### config.mk
export PLATFORM = sky130hd
export DESIGN_NAME = demux_rr_dispatcher
export DESIGN_NICKNAME = d
export VERILOG_FILES = /design/src/rtl/demux_rr_dispatcher.sv
export SDC_FILE = /design/constraint.sdc
export NUM_CORES = 1
export LEC_CHECK = 0
export BUFFER_PORTS_ARGS = -buffer_cell sky130_fd_sc_hd__buf_2
export CORE_MARGIN = 1.5
export CORE_UTILIZATION = 30
export CTS_BUF_LIST = sky130_fd_sc_hd__clkbuf_4
export DETAILED_ROUTE_END_ITERATION = 7
export GPL_ROUTABILITY_DRIVEN = 0
export PLACE_DENSITY = 0.56
export SLEW_MARGIN = 10
export SYNTH_ARGS = -nofsm -noshare
export SYNTH_HDL_FRONTEND = slang
export SYNTH_SLANG_ARGS = --single-unit
### constraint.sdc
create_clock -name clk -period 5.02 [get_ports clk]
set_clock_uncertainty 0.15 [all_clocks]
set_input_delay 0 -clock clk [delete_from_list [all_inputs] [get_ports clk]]
set_output_delay 0 -clock clk [all_outputs]
set_load 0.01 [all_outputs]
### src/rtl/demux_rr_dispatcher.sv
// Purpose : steers each accepted upstream word into a one-entry holding register per output channel, target picked round-robin (mode=0) or by fix_sel (mode=1).
// Latency : one cycle from the accepting edge to out_valid on the target channel.
// Backpressure: in_ready follows the target channel only (free, or draining this cycle); other channels never stall the input.
//
// Ports:
//   clk, rst         rising-edge clock, asynchronous active-high reset
//   in_valid/in_ready/in_data   upstream valid/ready word stream
//   mode, fix_sel    target selection: 0 = round-robin pointer, 1 = fix_sel
//   sel              channel the next accepted word goes to (for combinational demux stages)
//   out_valid/out_ready/out_data per-channel handshakes; channel i at out_data[i*WIDTH +: WIDTH]
//   acc_cnt          wrapping count of accepted words
//   err_sel          sticky: a word was offered while fix_sel was out of range
//
// Parameter constraints: 2 <= NCH <= 16, 2**SELW >= NCH.
module demux_rr_dispatcher #(
  parameter int WIDTH = 8,
  parameter int NCH   = 2,
  parameter int SELW  = 1,
  parameter int CNTW  = 16
) (
  input  logic                   clk,
  input  logic                   rst,
  input  logic                   in_valid,
  output logic                   in_ready,
  input  logic [WIDTH-1:0]       in_data,
  input  logic                   mode,
  input  logic [SELW-1:0]        fix_sel,
  output logic [SELW-1:0]        sel,
  output logic [NCH-1:0]         out_valid,
  input  logic [NCH-1:0]         out_ready,
  output logic [NCH*WIDTH-1:0]   out_data,
  output logic [CNTW-1:0]        acc_cnt,
  output logic                   err_sel
);

  // One extra bit so NCH itself is representable when 2**SELW == NCH.
  localparam logic [SELW:0]   NCH_X = (SELW+1)'(NCH);
  localparam logic [SELW-1:0] LAST  = SELW'(NCH - 1);

  logic [SELW-1:0]             ptr;
  logic [SELW-1:0]             tgt;
  logic                        tgt_ok;
  logic                        tgt_full;
  logic                        tgt_drain;
  logic                        acc;
  logic [NCH-1:0]              full;
  logic [NCH-1:0]              load;
  logic [NCH-1:0]              drain;
  logic [NCH-1:0][WIDTH-1:0]   data_q;

  // ------------------------------------------------------------------
  // Target selection and ready
  // ------------------------------------------------------------------
  assign tgt    = mode ? fix_sel : ptr;
  assign sel    = tgt;
  assign tgt_ok = {1'b0, tgt} < NCH_X;

  // Look up the target channel's state by compare rather than by index so
  // an out-of-range fix_sel never produces an out-of-bounds select.
  always_comb begin
    tgt_full  = 1'b0;
    tgt_drain = 1'b0;
    for (int i = 0; i < NCH; i++) begin
      if (tgt == SELW'(i)) begin
        tgt_full  = full[i];
        tgt_drain = out_ready[i];
      end
    end
  end

  // Downstream ready passes straight through so a streaming channel takes a
  // new word on the same edge its old one leaves: no bubble.
  assign in_ready = tgt_ok && (!tgt_full || tgt_drain);
  assign acc      = in_valid && in_ready;
  assign drain    = full & out_ready;

  // ------------------------------------------------------------------
  // Per-channel holding registers
  // ------------------------------------------------------------------
  for (genvar g = 0; g < NCH; g++) begin : g_ch
    assign load[g] = acc && (tgt == SELW'(g));

    // Load wins over drain: a same-cycle drain+load leaves the slot full
    // with the new word.
    always_ff @(posedge clk or posedge rst) begin
      if (rst) begin
        full[g]   <= 1'b0;
        data_q[g] <= '0;
      end else if (load[g]) begin
        full[g]   <= 1'b1;
        data_q[g] <= in_data;
      end else if (drain[g]) begin
        full[g]   <= 1'b0;
      end
    end
  end

  assign out_valid = full;
  assign out_data  = data_q;

  // ------------------------------------------------------------------
  // Round-robin pointer: advances only on accepts made in round-robin
  // mode, never skips a busy channel, and is frozen while in fixed mode.
  // ------------------------------------------------------------------
  always_ff @(posedge clk or posedge rst) begin
    if (rst) begin
      ptr <= '0;
    end else if (acc && !mode) begin
      ptr <= (ptr == LAST) ? '0 : ptr + SELW'(1);
    end
  end

  // ------------------------------------------------------------------
  // Accept counter and sticky select error
  // ------------------------------------------------------------------
  always_ff @(posedge clk or posedge rst) begin
    if (rst) begin
      acc_cnt <= '0;
    end else if (acc) begin
      acc_cnt <= acc_cnt + CNTW'(1);
    end
  end

  // Only fixed mode can be out of range; the pointer always wraps at NCH-1.
  always_ff @(posedge clk or posedge rst) begin
    if (rst) begin
      err_sel <= 1'b0;
    end else if (in_valid && mode && !tgt_ok) begin
      err_sel <= 1'b1;
    end
  end

endmodule

# --- Yosys cells after proc, flatten, opt, wreduce, memory -nomap -nowiden ---
# Index checks and enable logic that the tools add are counted.
op_classes:
  addsub: 2
  magnitude_cmp: 0
  div_mod_pow: 0
  bitwise_logic: 2
  multipliers: 0
  n_eq_ne: 0
  mux: 8
  reduce_logical: 9
  n_shift: 0
ops:
  columns: ["op", "n"]
  rows:
  - ["16-bit by 1-bit adder with 16-bit output, second input constant", 1]
  - ["1-bit two-way mux", 8]
  - ["1-bit logical AND", 4]
  - ["2-bit nonzero test", 2]
  - ["2-bit AND", 1]
  - ["1-bit logical NOT", 2]
  - ["1-bit adder, second input constant", 1]
  - ["1-bit logical OR", 1]
  - ["1-bit NOT", 1]
word_totals:
  output_inout_bits: 37
  latchBits: 0
  romBits: 0
  reg_bits: 35
  word_cells: 27
  ram_bits: 0
  n_memories: 0
  input_bits: 15

# --- Logic depth before layout (Yosys ltp) ---
# Gate-level depths: netlist (run 1).
logic_depth:
  ltp_word: 7
  mapped_depth: 6

# --- Least setup slack after synthesis (run 1) ---
# No wires, ideal clock.
synth_timing:
  path_type: "reg-to-reg"
  from: "register ptr"
  to: "register data_q, in the netlist out_data[0]"
  required_ns: 4.745
  path_stages_with_launch: 6
  path_slack_ns: 3.150
  arrival_time_ns: 1.595
  synth_period_minus_slack_ns: 1.870
  n_path_buf: 2
  path_cell_list: "dfrtp_1 -> mux2_4 -> or3b_1 -> buf_6 -> buf_8 -> mux2_4"
synth_between:
  elab_chain_len: 6
synth_lines:
  columns: ["element", "line", "source"]
  rows:
  - ["start: declaration", "40", "logic [SELW-1:0] ptr;"]
  - ["start signal: assignment", "109", "ptr <= (ptr == LAST) ? '0 : ptr + SELW'(1);"]
  - ["1-bit two-way mux *", "54", "assign tgt = mode ? fix_sel : ptr;"]
  - ["via sel", "28", "output logic [SELW-1:0] sel,"]
  - ["1-bit two-way mux", "64", "if (tgt == SELW'(i)) begin"]
  - ["1-bit logical NOT", "73", "assign in_ready = tgt_ok && (!tgt_full || tgt_drain);"]
  - ["1-bit logical OR", "73", null]
  - ["1-bit logical AND", "74", "assign acc = in_valid && in_ready;"]
  - ["1-bit logical AND *", "81", "assign load[g] = acc && (tgt == SELW'(g));"]
  - ["end signal: indexed assignment", "91", "data_q[g] <= in_data;"]
  - ["end: declaration", "49", "logic [NCH-1:0][WIDTH-1:0] data_q;"]
# Mark *: on every way through the listed nets, which the timed path passes. The rest lies on a longest branch.
# A chain may end at the register's enable or synchronous reset.

# --- Worst setup path in the final report (run 1) ---
layout_timing:
  from: "register ptr"
  to: "register acc_cnt[1]"
layout_between:
  elab_chain_len: 5
layout_lines:
  columns: ["element", "line", "source"]
  rows:
  - ["1-bit two-way mux *", "54", null]
  - ["1-bit two-way mux", "64", null]
  - ["1-bit logical NOT", "73", null]
  - ["1-bit logical OR *", "73", null]
  - ["1-bit logical AND *", "74", null]
  - ["end signal: assignment", "120", "acc_cnt <= acc_cnt + CNTW'(1);"]
  - ["end: declaration", "32", "output logic [CNTW-1:0] acc_cnt,"]
# Every way passes the cells marked *; elsewhere a longest branch is shown, timed or not.

==> results.yml, run 1 <==
outcome:
  status: "complete, no violations"
worst_setup_path:
  crit_chain: "mux2_4 > or3b_1 > nand2_1 > mux2_2"
  critPathKind: "register to register"
  cp.arrival_ps: 2340
  reg2reg_depth: 4
  slowest_delay_ps: 700
  end_kind: "register"
  setup.worst_path.start_class: "register"
  path_max_fanout: 16
  r2r_slack_ps: 2760
  slowest_stage: "or3b_1"
  required_ps: 5100
route:
  drc_errors: 0
  ant_nets: 0
  drt_wl_total_um: 3223
  drt_iter0_drc: 29
  viasPerCell: 4.532
  via_count: 1142
  firstDrtPassIters: 4
  wire_per_inst_um: 12.79
logic_synthesis:
  synth_async_sr_flop_share_pct: 100.0
  syn_avg_cell_area_um2: 13.07
  syn_area_mm2: 0.001543
  ys_ff_latch: 35
  synth_top_area_share_pct: 56.77
  yosysMostFrequentCell: "dfrtp_1"
  ys_top_cells_by_count: "dfrtp_1, xor2_1, mux2_2"
  synth_cell_types: 24
  syn_inst: 118
  synth_area_leader_cell: "dfrtp_1"
  yosysSeqAreaShare_pct: 56.77
  synth.net_count: 134
  synth.area.top_cells: "dfrtp_1, mux2_2, xor2_1"
  synthFlopType: "dfrtp_1"
  synth_edf_count: 0
  ys_warn_count: 0
cells_and_area:
  drive_above_1_share_pct: 43.78
  num-fill-cells: 486
  nNetsFinal: 200
  antenna_cells: 0
  synthToLayoutAreaGrowth_pct: 32.36
floorplan:
  coreArea_mm2: 0.004848
  die_h_um: 74.71
  die_w_um: 74.71
  row_count: 25
  pin_count: 52
  initial_utilization_pct: 31.82
  die_area_mm2: 0.005582
power_and_ir_drop:
  power_uw: 1032
  seqPwrFrac_pct: 45.0
  power_density_mw_per_mm2: 505.2
  p_int_uw: 672.3
  ir_drop_mv: 0.2107
  p_leak_uw: 0.001041
  combinationalPowerShare_pct: 36.1
  p_clk_share_pct: 19.0
  switching_power_uw: 359.3
  p_sw_share_pct: 34.83
clocking:
  cts_tree: "yes"
  clockBufferDepth: 2
  cts_resized: 0
  cts_hold_buf: 12
  worstSkewPairLatency_ps: 330
  post_cts_buffers: 0
  clockRootBuffer: "clkbuf_4"
  cts.sinks: 35
  cts_buffers: 5
  htreeDepth: 2
  clk_pin_slew_ps: 110
grt:
  grt_pass1_vias: 1131
  grt_max_degree: 36
  grt.total_usage_pct: 12.64
  grt_antenna_before_repair: 0
  grt_pass1_wl_um: 5292
  grt_overflow: 0
sta:
  fin_crit_sh_pct: 45.03
  max_freq_mhz: 442.4
  rsz0062_at_grt: "false"
  setup_viol: 0
  fin_crit_ps: 2260
  slew_viol_final: 0
  max_slew_margin_pct: 44.25
  finalHoldViolCount: 0
  worstMarginPinSlew_ps: 813.0
  tns_ps: 0
min_path:
  min_delay_path_depth: 4
  hp-class: "primary input to register"
flow_run:
  maxCapViolations: 0
placed_design:
  io_buffers: 50
  dpl.hpwl_um: 2323
final cells by class:
type                       count  area (um2)  area share (%)
clock buffer                   5       37.54           1.838
clock inverter                 3       38.79           1.900
inverter                       4       15.01          0.7353
multi-input combinational     75       613.1           30.02
sequential                    35       875.8           42.89
tap                           67       83.83           4.105
timing repair buffer          63       377.9           18.50
flip-flops by register name (all words and copies together), names as in the netlist:
signal,count
acc_cnt,16
ptr,1
out_valid,2
out_data,16
kinds of logic (layout without fill, tap and decap cells):
family	Yosys count	count (layout)	synth area share (%)
buffers and inverters	8	75	3.487
xor gates and xnor gates	16	16	9.084
AOI/OAI and AO/OA	6	6	3.325
DFF	35	35	56.77
adders and majority gates	1	1	0.8109
and+or+nand+nor	32	32	11.27
other	1	1	0.2431
muxes	19	19	15.00
per-layer routing:
metal | track usage [%] | routed length, um
met1 | 16.65 | 1406
met2 | 19.05 | 1529
met3 | 5.489 | 271
met4 | 3.636 | 16
met5 | 0 | 0
worst paths after layout:
kind                                               from                        to
worst max-delay path                    ptr$_DFFE_PP0P_    acc_cnt[1]$_DFFE_PP0P_
worst min-delay path                           in_valid   acc_cnt[11]$_DFFE_PP0P_
worst max register to register          ptr$_DFFE_PP0P_    acc_cnt[1]$_DFFE_PP0P_
worst min register to register  acc_cnt[15]$_DFFE_PP0P_   acc_cnt[15]$_DFFE_PP0P_
max in group asynchronous                           rst  out_data[14]$_DFFE_PP0P_
min in group asynchronous                           rst    acc_cnt[5]$_DFFE_PP0P_
worst max-delay path: cells and delay by family (launching register included):
kind / cells / cell delay (ps)
mux: 2 / 660
simple gates: 2 / 950
flops: 1 / 410
power by group through the flow:
stage	combinational (uW)	clock (uW)	sequential, uW
floorplan	181	0	507
global placement	362	0	464
CTS	380	205	466
detailed placement	373	0	469
finish	372	196	464
global route	410	217	483
stage by stage:
step / utilization, % / setup WS [ps] / area (um2) / hold slack, ps / std cells
floorplan: - / 3150 / 1543 / -1.489 / 118
global placement: 38.06 / 2812 / 1846 / -31.69 / 232
detailed placement: 38.06 / 2765 / 1846 / -14.29 / 232
CTS: 42.12 / 2747 / 2042 / 108.3 / 252
global route: 42.12 / 2672 / 2042 / 144.7 / 252
finish: 42.12 / 2760 / 2042 / 118.1 / 252
placed cells by master, fill, tap and decap left out:
cell           instances
buf_2                 50
dfrtp_1               35
xor2_1                15
mux2_2                13
dlygate4sd3_1         12
nand3_1                9
nand2_1                7
nor4_1                 7
mux2_4                 5
a21oi_2                5
clkbuf_4               5
inv_1                  4
nand2b_1               2
and3_1                 2
nor3_1                 2
mux2i_1                1
and4_1                 1
nand4_1                1
or3b_1                 1
a21boi_0               1
xnor2_1                1
ha_1                   1
conb_1                 1
clkinv_2               1
clkinv_1               1
bufinv_16              1
buf_4                  1
No activity file was read; power rests on OpenSTA's default activity.
==> inputs of run 2 (changes only) <==
clock period = 2.2 ns   (was 5.02 ns; I/O delays follow)
==> run 2 against run 1 <==
Against the previous run:
- final cell count increased by 1.6%
- count of clock-buffer cells in the layout unchanged
- non-clock buffer count increased by 4
- largest power group unchanged
==> results.yml, run 2 (synthesized netlist as in run 1, its figures left out) <==
clocking:
  htreeDepth: 2
  cts_tree: "yes"
  clockBufferDepth: 2
  worstSkewPairLatency_ps: 330
  clockRootBuffer: "clkbuf_4"
  cts_buffers: 5
  cts.sinks: 35
  post_cts_buffers: 0
  cts_resized: 0
  clk_pin_slew_ps: 110
worst_setup_path:
  slowest_stage: "or3b_1"
  slowest_delay_ps: 480
  r2r_slack_ps: 200
  setup.worst_path.start_class: "register"
  cp.arrival_ps: 2080
  critPathKind: "register to register"
  crit_chain: "mux2_4 > or3b_1 > buf_4 > mux2_4"
  crit_path_frequent_cell: "mux2_4"
  required_ps: 2290
  path_max_fanout: 11
  end_kind: "register"
route:
  drt_iter0_drc: 53
  via_count: 1143
  ant_nets: 0
  firstDrtPassIters: 5
  drc_errors: 0
  drt_wl_total_um: 3320
  viasPerCell: 4.465
  wire_per_inst_um: 12.97
sta:
  fin_crit_sh_pct: 90.90
  slew_viol_final: 0
  rsz0062_at_grt: "false"
  max_freq_mhz: 500.0
  tns_ps: 0
  fin_crit_ps: 2000
  setup_viol: 0
  finalHoldViolCount: 0
cells_and_area:
  drive_above_1_share_pct: 44.97
  nNetsFinal: 204
  fin_cells: 256
  antenna_cells: 0
  finish.utilization_pct: 42.30
  num-fill-cells: 490
  synthToLayoutAreaGrowth_pct: 32.93
  layout_commonest_cell: "buf_2"
  final_cell_mix: "buf_2, dfrtp_1, xor2_1"
power_and_ir_drop:
  power_density_mw_per_mm2: 1101
  ir_drop_mv: 0.5733
  p_clk_share_pct: 14.9
  switching_power_uw: 825.6
  combinationalPowerShare_pct: 38.1
  p_sw_share_pct: 36.57
  p_int_uw: 1432
  p_leak_uw: 0.001052
  seqPwrFrac_pct: 47.0
grt:
  grt_antenna_before_repair: 0
  grt_max_degree: 36
  grt_overflow: 0
  grt_pass1_wl_um: 5416
  grt.total_usage_pct: 12.96
  grt_pass1_vias: 1172
floorplan:
  die_area_mm2: 0.005582
  pin_count: 52
  die_h_um: 74.71
  initial_utilization_pct: 31.82
  row_count: 25
  die_w_um: 74.71
  coreArea_mm2: 0.004848
outcome:
  status: "complete, no violations"
flow_run:
  maxCapViolations: 0
placed_design:
  dp_cells: 235
  dpl.hpwl_um: 2398
  io_buffers: 50
min_path:
  hp-class: "primary input to async pin"
## run 2: changes by cell type in the layout (fill, tap and decap cells not counted)
cell,before,now
dlygate4sd3_1,12,13
buf_4,1,4
clkinv_2,1,3
clkinv_1,1,0
bufinv_16,1,0
## run 2: cell type report
type,instances,area (um2),area share (%)
inverter,4,15.01,0.7322
tap,67,83.83,4.088
clock inverter,3,15.01,0.7322
timing repair buffer,67,410.4,20.01
multi-input combinational,75,613.1,29.90
clock buffer,5,37.54,1.830
sequential,35,875.8,42.71
## run 2: per-stage QoR
step           power (uW)  instance area [um2]  hold WS (ps)  worst slack (ps)
2_1_floorplan        1571                 1543        -1.489             329.7
6_report             2258                 2051         142.2             200.1
3_3_place_gp         1901                 1868        -31.23             247.3
3_5_place_dp         1930                 1868        -26.24             203.9
5_1_grt              2424                 2051         162.1             128.1
4_1_cts              2303                 2051         145.2             199.8
## run 2: worst max-delay path, delay by kind of cell (launching register included)
kind	cells	cell delay [ps]
flip-flops	1	410
AND/OR/NAND/NOR	1	480
buffers and inverters	1	250
multiplexers	2	600
## run 2: power by group through the flow
stage               clock [uW]  sequential (uW)  combinational (uW)
global route               380             1100                 942
floorplan                    0             1160                 413
CTS                        360             1060                 879
global placement             0             1060                 842
finish                     336             1060                 861
detailed placement           0             1070                 859
## run 2: worst paths after layout
check | cells after the start | endpoint | from
setup / recovery | 4 | out_data[1]$_DFFE_PP0P_ | ptr$_DFFE_PP0P_
hold reg to reg | 1 | acc_cnt[15]$_DFFE_PP0P_ | acc_cnt[15]$_DFFE_PP0P_
max in group asynchronous | 4 | out_data[14]$_DFFE_PP0P_ | rst
hold / removal | 4 | acc_cnt[9]$_DFFE_PP0P_ | rst
min in group clk | 5 | out_valid[1]$_DFFE_PP0P_ | fix_sel
setup reg to reg | 4 | out_data[1]$_DFFE_PP0P_ | ptr$_DFFE_PP0P_
## run 2: repair_timing
action	4_1_cts	5_1_grt
endpoints found under the hold margin	54	0
hold buffers	13	0
setup endpoints to repair	0	0
## run 2: layer usage
layer / vias up / track usage (%) / share of wire (%)
met4: 0 / 4.848 / 1.1
met2: 45 / 21.33 / 49
met3: 5 / 4.150 / 6.8
li1: 549 / - / -
met5: - / 0 / 0
met1: 544 / 15.97 / 43
==> inputs of run 3 (changes only) <==
CORE_UTILIZATION = 24   (was 30)
PLACE_DENSITY = 0.48   (was 0.56)
==> run 3 against run 2 <==
Against the previous run:
- critical endpoint is now out_data[3]$_DFFE_PP0P_
- cell area is 0.49% higher
- sequential power is essentially flat
- flip-flop and latch count did not move
- largest cell class unchanged
- sequential share of layout area down 0.21 points
- routed wire length up 0.15%
- register-to-register slack lost 50 ps
- non-clock buffer count up 1
==> results.yml, run 3 (synthesized netlist as in run 1, its figures left out) <==
outcome:
  status: "complete, no violations"
floorplan:
  die_area_mm2: 0.006918
  die_w_um: 83.18
  die_h_um: 83.18
  initial_utilization_pct: 24.58
  pin_count: 52
  coreArea_mm2: 0.006277
  row_count: 29
route:
  firstDrtPassIters: 3
  viasPerCell: 4.313
  drt_wl_total_um: 3325
  wire_per_inst_um: 12.55
  ant_nets: 0
  via_count: 1143
  drt_iter0_drc: 38
  drc_errors: 0
cells_and_area:
  final_cell_mix: "buf_2, dfrtp_1, xor2_1"
  nNetsFinal: 205
  drive_above_1_share_pct: 45.21
  synthToLayoutAreaGrowth_pct: 33.58
  antenna_cells: 0
  seq_area_um2: 875.8
  layout_commonest_cell: "buf_2"
  num-fill-cells: 644
  multi_input_area_um2: 613.1
placed_design:
  io_buffers: 50
  pre_cts_ws_ps: 177.2
  dpl.hpwl_um: 2374
worst_setup_path:
  startpoint: "ptr$_DFFE_PP0P_"
  r2r_slack_ps: 150
  critPathKind: "register to register"
  rr_startpoint: "ptr$_DFFE_PP0P_"
  cp.arrival_ps: 2120
  crit_chain: "mux2_4 > or3b_1 > buf_4 > mux2_4"
  end_kind: "register"
  crit_path_frequent_cell: "mux2_4"
  reg2reg_depth: 4
  slowest_delay_ps: 510
  path_max_fanout: 10
  setup.worst_path.start_class: "register"
  slowest_stage: "or3b_1"
  required_ps: 2270
grt:
  grt.total_usage_pct: 9.875
  grt_pass1_vias: 1122
  grt_overflow: 0
  grt_pass1_wl_um: 5437
  grt_max_degree: 36
  grt_antenna_before_repair: 0
power_and_ir_drop:
  p_leak_uw: 0.001049
  power_density_mw_per_mm2: 1092
  ir_drop_mv: 0.4951
min_path:
  min_delay_path_depth: 4
  min-delay-start: "in_valid"
  hp-class: "primary input to register"
clocking:
  clockBufferDepth: 2
  cts_resized: 0
  post_cts_buffers: 0
  clk_pin_slew_ps: 100
  cts_buffers: 5
  clockRootBuffer: "clkbuf_4"
  worstSkewPairLatency_ps: 330
  cts_tree: "yes"
  htreeDepth: 2
  cts.sinks: 35
sta:
  tns_ps: 0
  rsz0062_at_grt: "false"
  slew_viol_final: 0
  timing.final.ws_setup_ps: 152.2
  max_freq_mhz: 488.3
  fin_crit_sh_pct: 93.08
  finalHoldViolCount: 0
  fin_crit_ps: 2048
  setup_viol: 0
flow_run:
  maxCapViolations: 0
## run 3: cell count changes in the layout (fill, tap and decap cells not counted), sizes merged
cell	before	now
clkbuf	5	6
dlygate4sd3	13	12
clkinv	3	0
buf	54	56
## run 3: power breakdown
part	total, uW	switching (uW)	internal [uW]
Clock	323	197	126
Combinational	868	428	440
Sequential	1060	178	880
Total	2250	804	1450
## run 3: layer usage
layer  vias to the layer above  track usage, %  share of wire (%)
met3                         7           3.181                6.6
met4                         0           4.394                1.7
met1                       552           12.99                 47
met5                         -               0                  0
li1                        549               -                  -
met2                        35           14.86                 45
## run 3: per-stage QoR
| stage | instance area (um2) | total power, uW | instances | util (%) | hold WS, ps |
|---|---|---|---|---|---|
| global route | 2061 | 2408 | 265 | 32.83 | 63.03 |
| detailed placement | 1896 | 1933 | 247 | 30.20 | -21.63 |
| global placement | 1896 | 1930 | 247 | 30.20 | -18.45 |
| finish | 2061 | 2250 | 265 | 32.83 | 24.26 |
| CTS | 2061 | 2280 | 265 | 32.83 | 21.02 |
| floorplan | 1543 | 1571 | 118 | - | -1.489 |
## run 3: path summary, 6_finish.rpt
check                                                 to
worst max-delay path             out_data[3]$_DFFE_PP0P_
worst min-delay path            out_valid[1]$_DFFE_PP0P_
worst max register to register   out_data[3]$_DFFE_PP0P_
worst min register to register   acc_cnt[15]$_DFFE_PP0P_
max in group asynchronous         acc_cnt[8]$_DFFE_PP0P_
min in group asynchronous        out_data[9]$_DFFE_PP0P_
## run 3: area by class of cell
cell class	count	share of cell area [%]
multi-input cells	75	29.75
well taps	77	4.675
repair buffers	68	20.16
inverters	4	0.7286
clock buffers	6	2.186
flip-flops and latches	35	42.50
## run 3: critical path, delay by kind of cell, from the launching register on
family / cells / cell delay (ps)
buffers and inverters: 1 / 260
DFF: 1 / 410
muxes: 2 / 600
and+or+nand+nor: 1 / 510
## run 3: what timing repair did
action	4_1_cts	5_1_grt
hold endpoints to repair	54	0
setup endpoints to repair	0	0
hold buffers	12	0
